$ cat config.mk
export PLATFORM = sky130hd
export DESIGN_NAME = fetch_unit_flat
export DESIGN_NICKNAME = d
export VERILOG_FILES = /design/src/rtl/fetch_pkg.sv /design/src/rtl/fetch_if.sv /design/src/rtl/fetch_queue.sv /design/src/rtl/fetch_unit.sv /design/src/flat_wrapper.sv
export SDC_FILE = /design/constraint.sdc
export NUM_CORES = 1
export LEC_CHECK = 0
export BUFFER_PORTS_ARGS = -buffer_cell sky130_fd_sc_hd__buf_2
export CAP_MARGIN = 10
export CORE_MARGIN = 4
export CORE_UTILIZATION = 37
export DETAILED_ROUTE_END_ITERATION = 10
export SLEW_MARGIN = 40
export SYNTH_ARGS = -nofsm -noshare
export SYNTH_HDL_FRONTEND = slang
export SYNTH_HIERARCHICAL = 1
export SYNTH_SLANG_ARGS = --single-unit
$ cat constraint.sdc
create_clock -name clk -period 18.1 [get_ports clk]
set_input_delay 0.905 -clock clk [delete_from_list [all_inputs] [get_ports clk]]
set_output_delay 0.905 -clock clk [all_outputs]
set_load 0.005 [all_outputs]
$ cat src/rtl/fetch_pkg.sv
// fetch_pkg: shared types and constants for the instruction-fetch stage.
// Provides the FSM state enum, the reset PC default, the NOP word and the
// queue entry struct {pc, inst, exc}.
package fetch_pkg;
   localparam int FETCH_ADDR_W = 32;
   localparam int FETCH_DATA_W = 32;
   localparam logic [FETCH_ADDR_W-1:0] RESET_PC_DEFAULT = 32'hBFC0_0000;
   localparam logic [FETCH_DATA_W-1:0] INST_NOP = 32'h0;
   typedef enum logic [1:0] {IDLE, REQ, WAIT} fetch_state_t;
   typedef struct packed {
      logic [FETCH_ADDR_W-1:0] pc;
      logic [FETCH_DATA_W-1:0] inst;
      logic                    exc;
   } fetch_entry_t;
endpackage

$ cat src/rtl/fetch_if.sv
// fetch_if: instruction-memory request/response bus plus decode handoff.
// imem_*: req/addr/gnt request handshake, rvalid/rdata in-order response.
// id_*: valid/ready handoff of {pc, inst} to decode.
// With FETCH_ADDR_EXC_EN defined, id_exc_adel flags a misaligned-PC entry.
interface fetch_if #(
   parameter int ADDR_W = 32,
   parameter int DATA_W = 32
);
   logic              imem_req;
   logic [ADDR_W-1:0] imem_addr;
   logic              imem_gnt;
   logic              imem_rvalid;
   logic [DATA_W-1:0] imem_rdata;
   logic              id_valid;
   logic              id_ready;
   logic [ADDR_W-1:0] id_pc;
   logic [DATA_W-1:0] id_inst;
`ifdef FETCH_ADDR_EXC_EN
   logic              id_exc_adel;
`endif
   modport master (
`ifdef FETCH_ADDR_EXC_EN
      output id_exc_adel,
`endif
      output imem_req, imem_addr, id_valid, id_pc, id_inst,
      input  imem_gnt, imem_rvalid, imem_rdata, id_ready
   );
   modport slave (
`ifdef FETCH_ADDR_EXC_EN
      input  id_exc_adel,
`endif
      input  imem_req, imem_addr, id_valid, id_pc, id_inst,
      output imem_gnt, imem_rvalid, imem_rdata, id_ready
   );
endinterface

$ cat src/rtl/fetch_queue.sv
// fetch_queue: registered FIFO of fetch entries, DEPTH deep (power of 2).
// Ports: clk, rst (sync, active-low), push/entry write, pop, clear (wins over
// push/pop), count occupancy, head = oldest entry (not bypassed from entry).
module fetch_queue
   import fetch_pkg::*;
#(
   parameter int DEPTH = 2,
   localparam int CW = $clog2(DEPTH) + 1,
   localparam int PW = $clog2(DEPTH)
) (
   input  logic          clk,
   input  logic          rst,
   input  logic          push,
   input  logic          pop,
   input  logic          clear,
   input  fetch_entry_t  entry,
   output logic [CW-1:0] count,
   output fetch_entry_t  head
);
   fetch_entry_t mem [DEPTH];
   logic [PW-1:0] wr_ptr, rd_ptr;
   logic do_pop;
   assign do_pop = pop && count != '0;
   assign head = mem[rd_ptr];
   // A push at full is only legal alongside a pop: the slot written is the
   // head being retired this same edge.
   always_ff @(posedge clk) begin
      if (!rst) begin
         wr_ptr <= '0;
         rd_ptr <= '0;
         count  <= '0;
         for (int i = 0; i < DEPTH; i++) mem[i] <= '0;
      end else if (clear) begin
         wr_ptr <= '0;
         rd_ptr <= '0;
         count  <= '0;
      end else begin
         if (push) begin
            mem[wr_ptr] <= entry;
            wr_ptr <= wr_ptr + 1'b1;
         end
         if (do_pop) rd_ptr <= rd_ptr + 1'b1;
         count <= count + CW'(push) - CW'(do_pop);
      end
   end
endmodule

$ cat src/rtl/fetch_unit.sv
// fetch_unit: instruction-fetch stage; owns the PC, issues one outstanding
// word request at a time and queues responses for decode.
// Ports: clk, rst (sync, active-low), redirect_valid/redirect_pc (flush and
// load PC), bus (fetch_if.master: imem request/response, id handoff).
// Optional FETCH_ADDR_EXC_EN: a misaligned PC pushes an exception entry
// (inst=0, id_exc_adel=1) instead of fetching, then parks until redirect.
module fetch_unit
   import fetch_pkg::*;
#(
   parameter int ADDR_W = FETCH_ADDR_W,
   parameter int DATA_W = FETCH_DATA_W,
   parameter logic [ADDR_W-1:0] RESET_PC = RESET_PC_DEFAULT,
   parameter int Q_DEPTH = 2
) (
   input  logic              clk,
   input  logic              rst,
   input  logic              redirect_valid,
   input  logic [ADDR_W-1:0] redirect_pc,
   fetch_if.master           bus
);
   localparam int CW = $clog2(Q_DEPTH) + 1;
   fetch_state_t state, state_d;
   logic [ADDR_W-1:0] pc, pc_d, req_pc, req_pc_d;
   logic discard, discard_d;
   logic push, pop, space;
   logic [CW-1:0] q_count, fill;
   fetch_entry_t push_entry, head;
   assign bus.imem_req  = state == REQ;
   assign bus.imem_addr = {pc[ADDR_W-1:2], 2'b00};
   assign bus.id_valid  = q_count != '0;
   assign bus.id_pc     = head.pc;
   assign bus.id_inst   = head.inst;
   assign pop   = bus.id_valid && bus.id_ready;
   // IDLE never has a request outstanding, so free space is just q_count.
   assign space = q_count < CW'(Q_DEPTH);
   // Occupancy after the response in WAIT lands (discarded data takes no slot).
   assign fill  = q_count + CW'(!discard) - CW'(pop);
`ifdef FETCH_ADDR_EXC_EN
   logic parked, parked_d, misaligned;
   assign misaligned      = pc[1:0] != 2'b00;
   assign bus.id_exc_adel = head.exc;
`else
   logic unused_exc;
   assign unused_exc = head.exc;
`endif
   always_comb begin
      state_d    = state;
      pc_d       = pc;
      req_pc_d   = req_pc;
      discard_d  = discard;
      push       = 1'b0;
      push_entry = '{pc: req_pc, inst: bus.imem_rdata, exc: 1'b0};
`ifdef FETCH_ADDR_EXC_EN
      parked_d   = parked;
`endif
      case (state)
         IDLE: begin
`ifdef FETCH_ADDR_EXC_EN
            if (misaligned) begin
               push       = !parked && space;
               push_entry = '{pc: pc, inst: INST_NOP, exc: 1'b1};
               parked_d   = parked || space;
            end else
`endif
            if (space) state_d = REQ;
         end
         REQ: if (bus.imem_gnt) begin
            pc_d     = pc + ADDR_W'(4);
            req_pc_d = bus.imem_addr;
            state_d  = WAIT;
         end
         WAIT: if (bus.imem_rvalid) begin
            push      = !discard;
            discard_d = 1'b0;
            state_d   = fill < CW'(Q_DEPTH) ? REQ : IDLE;
`ifdef FETCH_ADDR_EXC_EN
            if (misaligned) state_d = IDLE;
`endif
         end
         default: state_d = IDLE;
      endcase
      // Redirect overrides everything; a response still owed by memory must
      // be waited out and dropped before fetching from the new PC.
      if (redirect_valid) begin
         pc_d      = redirect_pc;
         push      = 1'b0;
         discard_d = (state == REQ && bus.imem_gnt) || (state == WAIT && !bus.imem_rvalid);
         state_d   = discard_d ? WAIT : IDLE;
`ifdef FETCH_ADDR_EXC_EN
         parked_d  = 1'b0;
`endif
      end
   end
   always_ff @(posedge clk) begin
      if (!rst) begin
         state   <= IDLE;
         pc      <= RESET_PC;
         req_pc  <= '0;
         discard <= 1'b0;
`ifdef FETCH_ADDR_EXC_EN
         parked  <= 1'b0;
`endif
      end else begin
         state   <= state_d;
         pc      <= pc_d;
         req_pc  <= req_pc_d;
         discard <= discard_d;
`ifdef FETCH_ADDR_EXC_EN
         parked  <= parked_d;
`endif
      end
   end
   fetch_queue #(.DEPTH(Q_DEPTH)) u_queue (
      .clk   (clk),
      .rst   (rst),
      .push  (push),
      .pop   (pop),
      .clear (redirect_valid),
      .entry (push_entry),
      .count (q_count),
      .head  (head)
   );
endmodule

$ cat src/flat_wrapper.sv
// flat-port wrapper written by rule: the top's interface ports become plain ports
module fetch_unit_flat import fetch_pkg::*;
#(
   parameter int ADDR_W = FETCH_ADDR_W,
   parameter int DATA_W = FETCH_DATA_W,
   parameter logic [ADDR_W-1:0] RESET_PC = RESET_PC_DEFAULT,
   parameter int Q_DEPTH = 2
)
  (clk, rst, redirect_valid, redirect_pc, bus_imem_req, bus_imem_addr, bus_id_valid, bus_id_pc, bus_id_inst, bus_imem_gnt, bus_imem_rvalid, bus_imem_rdata, bus_id_ready);
  fetch_if #(.ADDR_W(ADDR_W), .DATA_W(DATA_W)) bus_i ();
  input  logic clk;
  input  logic rst;
  input  logic redirect_valid;
  input  logic [ADDR_W-1:0] redirect_pc;
  output wire logic [$bits(bus_i.imem_req)-1:0] bus_imem_req;
  output wire logic [$bits(bus_i.imem_addr)-1:0] bus_imem_addr;
  output wire logic [$bits(bus_i.id_valid)-1:0] bus_id_valid;
  output wire logic [$bits(bus_i.id_pc)-1:0] bus_id_pc;
  output wire logic [$bits(bus_i.id_inst)-1:0] bus_id_inst;
  input wire logic [$bits(bus_i.imem_gnt)-1:0] bus_imem_gnt;
  input wire logic [$bits(bus_i.imem_rvalid)-1:0] bus_imem_rvalid;
  input wire logic [$bits(bus_i.imem_rdata)-1:0] bus_imem_rdata;
  input wire logic [$bits(bus_i.id_ready)-1:0] bus_id_ready;
  assign bus_imem_req = bus_i.imem_req;
  assign bus_imem_addr = bus_i.imem_addr;
  assign bus_id_valid = bus_i.id_valid;
  assign bus_id_pc = bus_i.id_pc;
  assign bus_id_inst = bus_i.id_inst;
  assign bus_i.imem_gnt = bus_imem_gnt;
  assign bus_i.imem_rvalid = bus_imem_rvalid;
  assign bus_i.imem_rdata = bus_imem_rdata;
  assign bus_i.id_ready = bus_id_ready;
  fetch_unit #(.ADDR_W(ADDR_W), .DATA_W(DATA_W), .RESET_PC(RESET_PC), .Q_DEPTH(Q_DEPTH)) u_core (.clk(clk), .rst(rst), .redirect_valid(redirect_valid), .redirect_pc(redirect_pc), .bus(bus_i));
endmodule
* Word-level counts from Yosys, hierarchy flattened
Memories as Yosys holds them, arrays and structs flattened. A register that Yosys moved wholly into a read port is not among the register bits.
Index checks and enable logic that the tools add are counted.
** Storage, ports and cells
- Memories kept :: 1
- Output and inout port bits :: 98
- Latch bits :: 0
- ROM bits :: 0
- Register bits after elaboration :: 69
- Bits of input ports :: 70
- Logic and storage cells :: 68
- Memory bits (writable) :: 124
** Operators by class
- $mul :: 0
- $add $sub $neg :: 7
- Bitwise operators :: 1
- Equality and inequality tests :: 5
- Magnitude comparators :: 2
- Muxes and demuxes :: 26
- Div/mod/pow operators :: 0
- Reduce and logical (&&, ||, !) cells :: 19
- Shifts and indexed selects :: 0
** Memory list
- u_core.u_queue.mem :: words 2, bits a word 62, rd ports 1, clocked after Yosys merged registers in 1, write ports 2, line fetch_queue.sv:20 : fetch_entry_t mem [DEPTH];
** Operators with widths (number)
- $mux W32 :: 3
- $mux W62 :: 1
- $reduce_or A62 Y1 :: 1
- $add A32 B3 Y32 const B :: 1
- $mux W1 :: 16
- $mux W2 :: 5
- $reduce_bool A2 Y1 :: 5
- $ne A3 B2 Y1 const B :: 2
- $pmux W2 S3 :: 1
- $reduce_and A2 Y1 :: 3
- $add A2 B1 Y2 :: 2
- $logic_and A1 B1 Y1 :: 4
- $lt A2 B2 Y1 const B :: 2
- $sub A2 B1 Y2 :: 2
- $ne A3 B3 Y1 const B :: 1
- $reduce_and A3 Y1 :: 1
- $add A1 B1 Y1 const B :: 2
- $eq A2 B1 Y1 const B :: 1
- $eq A2 B2 Y1 const B :: 1
- $logic_not A1 Y1 :: 2
- $logic_not A2 Y1 :: 1
- $reduce_or A2 Y1 :: 1
- $logic_or A1 B1 Y1 :: 1
- $not A1 Y1 :: 1

* Logic depth before layout (Yosys ltp)
Gate-level depths: netlist of run 1.
- Word-level depth :: 10
- Gate-level depth with buffers :: 8
- Depth with buffers taken out :: 8

* Modules after synthesis
Netlist of run 1, hierarchy kept.
** Modules (own cells, without submodules)
- fetch_queue :: instances 1, cells an instance 387, seq. area each 4003.8 µm², area an instance 6015.8 µm²
- fetch_unit :: instances 1, cells an instance 370, seq. area each 1261.2 µm², area an instance 2967.8 µm²

* Least setup slack after synthesis of run 1
OpenSTA, ideal clock, no wires.
- Kind :: input port to flip-flop
- Start :: input port redirect_valid
- End :: memory u_core/u_queue/mem[0][0] (netlist bit), enable pin
- Path slack :: 11.163 ns
- Data arrival time :: 6.359 ns
- Stages :: 5
- Setup time :: 0.578 ns
- Required time :: 17.522 ns
- Path buffers :: 2
- Path through :: clkbuf_1 > clkbuf_1 > nor3_1 > nand2b_1 > o21ai_0
** RTL lines
- start: declaration :: line flat_wrapper.sv:13 : input logic redirect_valid;
- end: declaration :: line fetch_queue.sv:20

==> results.py, run 1 <==
metrics = {
    "clock_tree": {
        "cts_tree": "done",
        "post_cts_buffers": 0,
        "clockBufferDepth": 2,
        "root_buffer": "clkbuf_16",
        "cts-resized-gates": 0,
        "cts.sinks": 196,
        "clk_latency_ns": 0.42,
        "cts_hold_buf": 0,
        "htree_levels": 4,
        "numCtsBuffers": 17,
        "clkTransAtPathRegs_ns": 0.07,
    },
    "sta": {
        "fin_tns_setup_ns": 0,
        "setup_violations": 0,
        "slew_headroom": 0.501,
        "rsz0062_at_grt": "false",
        "drv_slew": 0,
        "fmax_mhz": 360,
        "min_period_ns": 2.78,
        "setup_ws_ns": 15.32,
        "tightestPinTransition_ns": 0.749,
        "finalHoldViolations": 0,
        "finalCritPeriodShare": 0.154,
        "clock_skew_ns": 0.0142,
    },
    "placement": {
        "portBuffers": 163,
        "hpwl_um": 12400,
        "place_ws_ns": 14.90,
        "gp_congestion": 0.749,
    },
    "routing": {
        "wl_per_cell_um": 16.7,
        "vias": 6177,
        "dr.first_iter.drc_count": 396,
        "ant_nets": 0,
        "routed_via_density": 5.08,
        "drc": 0,
        "wl_um": 20300,
        "first_pass_iters": 4,
    },
    "final_layout": {
        "num_antenna_cells": 0,
        "syn_to_final_growth_pct": 16.9,
        "post-route-util": 0.442,
        "nets": 959,
        "drive_gt1_frac": 0.313,
    },
    "worst_setup_path": {
        "cp_max_fo": 37,
        "worstPathArrival_ns": 1.88,
        "reg2reg_to": "u_core/u_queue/mem[0][22]",
        "reg2reg_setup_slack_ns": 15.62,
        "critPathRequiredTime_ns": 17.19,
        "rr_worst_depth": 6,
        "end_kind": "output port",
        "critPathKind": "register to output port",
        "r2r_start": "u_core/state[0]",
        "cp-start-kind": "register",
    },
    "global_routing": {
        "grt_max_degree": 130,
        "grt_pass1_vias": 5975,
        "grt_usage": 0.153,
        "antenna_found_initial": 0,
        "grt_overflow_total": 0,
        "grt_pass1_wl_um": 32100,
    },
    "logic_synthesis": {
        "syn_avg_cell_area_um2": 11.8,
        "syn_inst": 752,
        "synth_area_um2": 8900,
        "yosys_warnings": 6,
    },
    "hold_path": {
        "hp-start": "u_core/req_pc[24]",
        "min-delay-path-class": "register to register",
        "hold_path_end": "u_core/req_pc[24]",
        "hold_depth": 2,
    },
    "power_and_ir_drop": {
        "vdd_drop_max_v": 0.0000465,
        "power_density_nw_per_um2": 88.7,
        "power.leakage_nw": 4.51,
        "power_uw": 923,
    },
    "status": {
        "status": "completed",
    },
    "floorplan": {
        "coreArea_um2": 23500,
        "die_width_um": 163,
        "die-area_um2": 26600,
        "rows": 56,
        "die_height_um": 163,
        "start_util": 0.378,
        "ios": 168,
    },
    "flow_run": {
        "drv_cap": 0,
    },
}
==> critical path, cell delays in order, from the launching register on <==
cell	delay [ns]
dfxtp_4	0.61
buf_12	0.30
mux2_2	0.39
buf_2	0.14
==> metal layers <==
metal / share of wire / track usage / up-vias
li1: - / - / 3019
met2: 0.45 / 0.234 / 182
met4: 0.016 / 0.0412 / 0
met1: 0.49 / 0.219 / 2960
met3: 0.052 / 0.0376 / 16
met5: 0 / 0 / -
==> registers in the layout (all words and copies together), names as in the netlist, named ones only <==
register / cells
u_core/discard: 1
u_core/pc: 30
u_core/req_pc: 30
u_core/state: 2
u_core/u_queue/count: 2
u_core/u_queue/mem: 128
u_core/u_queue/rd_ptr: 1
u_core/u_queue/wr_ptr: 1
==> area by class of cell <==
class | instances | area, um^2
tap | 319 | 399
timing repair buffer | 171 | 900
fill | 2286 | 13100
sequential | 196 | 5210
clock inverter | 13 | 125
clock buffer | 19 | 433
multi-input combinational | 492 | 3310
inverter | 7 | 27.5
==> cells in the final DEF (no fill, tap or decap), types with 3 or more instances in the layout <==
cell	count
inv_1	6
mux2i_1	3
nand2_1	80
nand3_1	13
xnor2_1	7
o21ai_0	15
nor2_1	27
o311a_1	3
dfxtp_1	67
buf_2	163
a21oi_1	45
clkinv_4	3
buf_6	3
buf_4	4
mux2_2	66
edfxtp_1	128
conb_1	6
a211oi_1	8
inv_6	3
nand4_1	11
nand2b_1	3
clkbuf_16	17
nor3_1	5
xor2_1	14
ha_1	4
and2_1	4
and3_1	136
==> per-stage QoR <==
stage | instance area (um^2) | std cells | hold slack, ns
after floorplan | 8920 | 757 | 0.440
after global placement | 9820 | 1184 | 0.451
after detailed placement | 9850 | 1185 | 0.457
after CTS | 10400 | 1217 | 0.466
after global routing | 10400 | 1217 | 0.487
final | 10400 | 1217 | 0.463
==> worst max path at each step <==
stage                               from                   endpoint  slack [ns]  cells after the start
after CTS                       register              bus_id_pc[13]       15.25                      3
after detailed placement  redirect_valid  u_core/u_queue/mem[0][26]       14.90                      5
final                           register              bus_id_pc[13]       15.32                      3
after floorplan           redirect_valid  u_core/u_queue/mem[0][10]       11.24                      5
after global routing      redirect_valid  u_core/u_queue/mem[0][23]       15.15                      5
after global placement    redirect_valid            u_core/state[1]       14.50                      6
==> power breakdown <==
| group | leakage, nW | switching, mW | internal (mW) |
|---|---|---|---|
| sequential | 1.88 | 0.0119 | 0.491 |
| combinational | 2.36 | 0.0350 | 0.0250 |
| clock | 0.271 | 0.167 | 0.193 |
No activity file was read; power rests on OpenSTA's default activity.
==> run 2: changes to the inputs <==
==> constraint.sdc (replaced) <==
create_clock -name clk -period 2.2 [get_ports clk]
set_input_delay 0.11 -clock clk [delete_from_list [all_inputs] [get_ports clk]]
set_output_delay 0.11 -clock clk [all_outputs]
set_load 0.005 [all_outputs]
==> results.py, run 2 (same netlist as run 1, synthesis figures left out) <==
metrics = {
    "routing": {
        "routed_via_density": 4.97,
        "wl_met1_um": 10300,
        "ant_nets": 0,
        "wl_per_cell_um": 16.5,
        "first_pass_iters": 5,
        "wl_met2_um": 9770,
        "dr.first_iter.drc_count": 314,
        "wl_um": 21400,
        "wl_met3_um": 1210,
        "vias": 6432,
        "drc": 0,
        "top_layer_used": "met4",
    },
    "sta": {
        "finalHoldViolations": 0,
        "drv_slew": 0,
        "setup_violations": 0,
        "slew_headroom": 0.647,
        "tightestPinTransition_ns": 0.525,
        "fmax_mhz": 509,
        "min_period_ns": 1.97,
        "clock_skew_ns": 0.0127,
        "finalCritPeriodShare": 0.894,
        "rsz0062_at_grt": "false",
    },
    "final_layout": {
        "num_antenna_cells": 0,
        "regMostFlops": "u_core/u_queue/mem",
        "syn_to_final_growth_pct": 26.7,
        "largest_reg_flops": 128,
        "mostFrequentLayoutCell": "buf_2",
        "fillCellCount": 2190,
        "drive_gt1_frac": 0.315,
        "nets": 1036,
        "reg_top3": "u_core/u_queue/mem (128), u_core/pc (30), u_core/req_pc (30)",
        "final_cell_mix": "buf_2, and3_1, edfxtp_1, nand2_1, dfxtp_1",
        "instances_no_fill": 1294,
        "fin_area_um2": 11300,
    },
    "power_and_ir_drop": {
        "vdd_drop_max_v": 0.000389,
        "power_density_nw_per_um2": 703,
        "power.leakage_nw": 4.89,
    },
    "clock_tree": {
        "cts-resized-gates": 0,
        "root_buffer": "clkbuf_16",
        "clkTransAtPathRegs_ns": 0.07,
        "clockBufferDepth": 2,
        "cts_tree": "done",
        "htree_levels": 4,
        "clk_latency_ns": 0.42,
        "numCtsBuffers": 17,
        "cts.sinks": 196,
    },
    "floorplan": {
        "coreArea_um2": 23500,
        "die_height_um": 163,
        "start_util": 0.378,
        "die-area_um2": 26600,
        "die_width_um": 163,
        "ios": 168,
        "rows": 56,
    },
    "global_routing": {
        "grt_overflow_total": 0,
        "antenna_found_initial": 0,
        "grt_usage": 0.162,
        "grt_max_degree": 130,
        "grt_pass1_vias": 6513,
        "grt_pass1_wl_um": 34100,
    },
    "worst_setup_path": {
        "end_kind": "register",
        "critPathRequiredTime_ns": 2.51,
        "worstPathArrival_ns": 2.28,
        "cp-start-kind": "register",
        "critPathKind": "register to register",
        "reg2reg_to": "u_core/pc[27]",
        "cp_max_fo": 8,
        "reg2reg_setup_slack_ns": 0.23,
        "rr_worst_depth": 5,
        "r2r_start": "u_core/state[0]",
    },
    "placement": {
        "dp_cells": 1208,
        "gp_congestion": 0.799,
        "portBuffers": 163,
        "hpwl_um": 13700,
        "dpl_cell_area_um2": 10100,
    },
    "status": {
        "status": "completed",
    },
    "hold_path": {
        "hold_path_end": "u_core/u_queue/mem[0][10]",
        "min-delay-path-class": "input pin to register",
        "hp-start": "bus_imem_rdata[9]",
        "hold_depth": 2,
    },
    "flow_run": {
        "drv_cap": 0,
    },
}
==> run 2: how the worst max path moves through the flow <==
stage / to / cells past startpoint / slack (ns) / start
2_1_floorplan: u_core/u_queue/mem[0][10] / 6 / -0.25 / u_core/state[0]
6_report: u_core/pc[27] / 5 / 0.23 / u_core/state[0]
3_3_place_gp: u_core/u_queue/mem[0][24] / 5 / 0.27 / u_core/state[1]
4_1_cts: u_core/u_queue/mem[1][56] / 5 / 0.23 / u_core/state[1]
5_1_grt: u_core/u_queue/mem[1][56] / 5 / 0.11 / u_core/state[1]
3_5_place_dp: u_core/u_queue/mem[0][6] / 5 / 0.23 / u_core/state[1]
==> run 2: where the power goes <==
| group | leakage, nW | total [mW] | internal, mW | switching (mW) |
|---|---|---|---|---|
| Combinational | 2.73 | 0.635 | 0.304 | 0.332 |
| Clock | 0.285 | 3.16 | 1.82 | 1.33 |
| Sequential | 1.88 | 4.13 | 4.04 | 0.0855 |
| Total | 4.89 | 7.92 | 6.17 | 1.75 |
==> run 2: through the flow <==
stage	power [mW]	setup TNS [ns]	utilization	hold slack [ns]	setup slack, ns
floorplan	4.50	-29.24	-	0.249	-0.254
global placement	4.77	0	0.431	0.338	0.271
detailed placement	4.78	0	0.431	0.347	0.232
CTS	8.02	0	0.479	0.00166	0.228
global route	8.24	0	0.479	0.0113	0.114
finish	7.92	0	0.479	0.0273	0.234
==> run 2: cell type report <==
| cell class | count | area, um^2 | share of cell area |
|---|---|---|---|
| sequential | 196 | 5210 | 0.462 |
| clock inverter | 12 | 151 | 0.0134 |
| tap | 319 | 399 | 0.0354 |
| inverter | 7 | 28.8 | 0.00255 |
| clock buffer | 20 | 447 | 0.0396 |
| multi-input combinational | 492 | 3340 | 0.296 |
| timing repair buffer | 248 | 1700 | 0.151 |
==> run 2: repair_timing <==
item,4_1_cts,5_1_grt
hold endpoints to repair,75,0
setup endpoints to repair,0,0
hold buffers,54,0
setup buffers,0,0
==> run 2: routing by layer <==
layer,vias up,track usage
met1,3061,0.227
met5,-,0
met3,12,0.0351
met2,187,0.255
li1,3172,-
met4,0,0.0412
==> run 2: worst max-delay path, stage by stage (launching register included) <==
cell      delay [ns]
dfxtp_1         0.55
nand3b_4        0.16
nor2_1          0.33
nand4b_2        0.20
or4b_1          0.50
o311a_1         0.12
==> run 3: changes to the inputs <==
==> constraint.sdc (replaced) <==
create_clock -name clk -period 2.2 [get_ports clk]
set_input_delay 0.11 -clock clk [delete_from_list [all_inputs] [get_ports clk]]
set_output_delay 0.11 -clock clk [all_outputs]
set_load 0.1 [all_outputs]
==> results.py, run 3 (same netlist as run 1, synthesis figures left out) <==
metrics = {
    "power_and_ir_drop": {
        "power_density_nw_per_um2": 737,
        "power.leakage_nw": 4.86,
        "vdd_drop_max_v": 0.000420,
    },
    "worst_setup_path": {
        "reg2reg_setup_slack_ns": 0.22,
        "r2r_start": "u_core/state[1]",
        "worstPathArrival_ns": 1.94,
        "cp_max_fo": 22,
        "path_cells": "buf_4 -> mux2_2 -> buf_2",
        "reg2reg_to": "u_core/u_queue/mem[0][13]",
        "end_kind": "output port",
        "slowest_stage": "dfxtp_4",
        "critPathRequiredTime_ns": 2.09,
        "cp-start-kind": "register",
        "critPathKind": "register to output port",
        "rr_worst_depth": 5,
        "critPathMaxStageDelay_ns": 0.56,
    },
    "final_layout": {
        "final_cell_mix": "buf_2, and3_1, edfxtp_1, nand2_1, mux2_2",
        "reg_top3": "u_core/u_queue/mem (128), u_core/pc (30), u_core/req_pc (30)",
        "fillCellCount": 2152,
        "largest_reg_flops": 128,
        "syn_to_final_growth_pct": 26.2,
        "regMostFlops": "u_core/u_queue/mem",
        "num_antenna_cells": 0,
        "drive_gt1_frac": 0.333,
        "nets": 1033,
        "mostFrequentLayoutCell": "buf_2",
        "fin_area_um2": 11200,
    },
    "global_routing": {
        "antenna_found_initial": 0,
        "met1_usage": 0.225,
        "grt_pass1_vias": 6163,
        "grt_overflow_total": 0,
        "grt_pass1_wl_um": 33500,
        "top_usage_layer": "met2",
        "grt_max_degree": 130,
        "grt_usage": 0.161,
        "grt_use_met3": 0.0404,
        "grt_use_met2": 0.249,
    },
    "routing": {
        "wl_um": 21200,
        "wl_per_cell_um": 16.4,
        "dr.first_iter.drc_count": 427,
        "drc": 0,
        "vias": 6401,
        "ant_nets": 0,
        "routed_via_density": 4.96,
        "first_pass_iters": 5,
    },
    "floorplan": {
        "die_height_um": 163,
        "rows": 56,
        "die-area_um2": 26600,
        "ios": 168,
        "start_util": 0.378,
        "coreArea_um2": 23500,
        "die_width_um": 163,
    },
    "clock_tree": {
        "post_cts_buffers": 0,
        "clockBufferDepth": 2,
        "clk_latency_ns": 0.43,
        "cts_tree": "done",
        "numCtsBuffers": 17,
        "root_buffer": "clkbuf_16",
        "cts.sinks": 196,
        "htree_levels": 4,
        "clkTransAtPathRegs_ns": 0.06,
    },
    "sta": {
        "tightestPinTransition_ns": 0.557,
        "setup_ws_ns": 0.152,
        "slew_headroom": 0.625,
        "min_period_ns": 2.05,
        "finalHoldViolations": 0,
        "drv_slew": 0,
        "fmax_mhz": 488,
        "clock_skew_ns": 0.00990,
        "rsz0062_at_grt": "false",
        "finalCritPeriodShare": 0.931,
        "setup_violations": 0,
        "holdWs_ns": 0.0235,
    },
    "placement": {
        "place_ws_ns": 0.222,
        "portBuffers": 163,
        "hpwl_um": 13300,
        "dpl_cell_area_um2": 10100,
        "gp_congestion": 0.790,
    },
    "hold_path": {
        "hold_depth": 2,
        "hold_path_end": "u_core/u_queue/mem[0][21]",
        "hp-start": "bus_imem_rdata[20]",
        "min-delay-path-class": "input pin to register",
    },
    "status": {
        "status": "completed",
    },
    "flow_run": {
        "drv_cap": 0,
    },
}
-- run 3: timing repair --
| action | CTS | global route |
|---|---|---|
| hold buffers | 57 | 0 |
| resized for setup | 0 | 0 |
| endpoints found under the hold margin | 82 | 0 |
-- run 3: power by group --
part	internal [mW]	switching (mW)
clock network	1.53	1.38
logic	0.293	0.920
registers	4.05	0.101
total	5.87	2.40
-- run 3: area by class of cell --
type,instances,area (um^2),share of cell area
clock buffers,19,454,0.0404
multi-input cells,492,3340,0.297
repair buffers,245,1670,0.148
clock inverters,13,96.3,0.00858
flip-flops and latches,196,5250,0.467
inverters,7,28.8,0.00256
well taps,319,399,0.0355
-- run 3: how the worst max path moves through the flow --
stage / from / to / slack (ns) / depth (start not counted)
3_5_place_dp: u_core/state[1] / u_core/u_queue/mem[0][26] / 0.22 / 5
4_1_cts: register / bus_id_pc[23] / 0.1 / 3
6_report: register / bus_id_inst[2] / 0.15 / 3
2_1_floorplan: u_core/state[0] / u_core/u_queue/mem[0][10] / -0.25 / 6
3_3_place_gp: u_core/state[1] / u_core/u_queue/mem[0][40] / 0.25 / 5
5_1_grt: register / bus_id_inst[2] / 0.05 / 3
-- run 3: per-layer routing --
metal	up-vias	wire, um
met4	0	308
met2	182	9610
met3	20	1350
li1	3167	-
met5	-	0
met1	3032	9900
-- run 3: per-stage QoR --
step	TNS, ns	util	power [mW]	cells
2_1_floorplan	-29.24	-	5.12	757
3_3_place_gp	0	0.429	5.36	1202
3_5_place_dp	0	0.429	5.37	1202
4_1_cts	0	0.477	8.36	1291
5_1_grt	0	0.477	8.61	1291
6_report	0	0.477	8.27	1291
-- run 3: worst max-delay path: cells and delay by family, from the launching register on --
family / cells / cell delay [ns]
DFF: 1 / 0.56
muxes: 1 / 0.36
buffers and inverters: 2 / 0.58
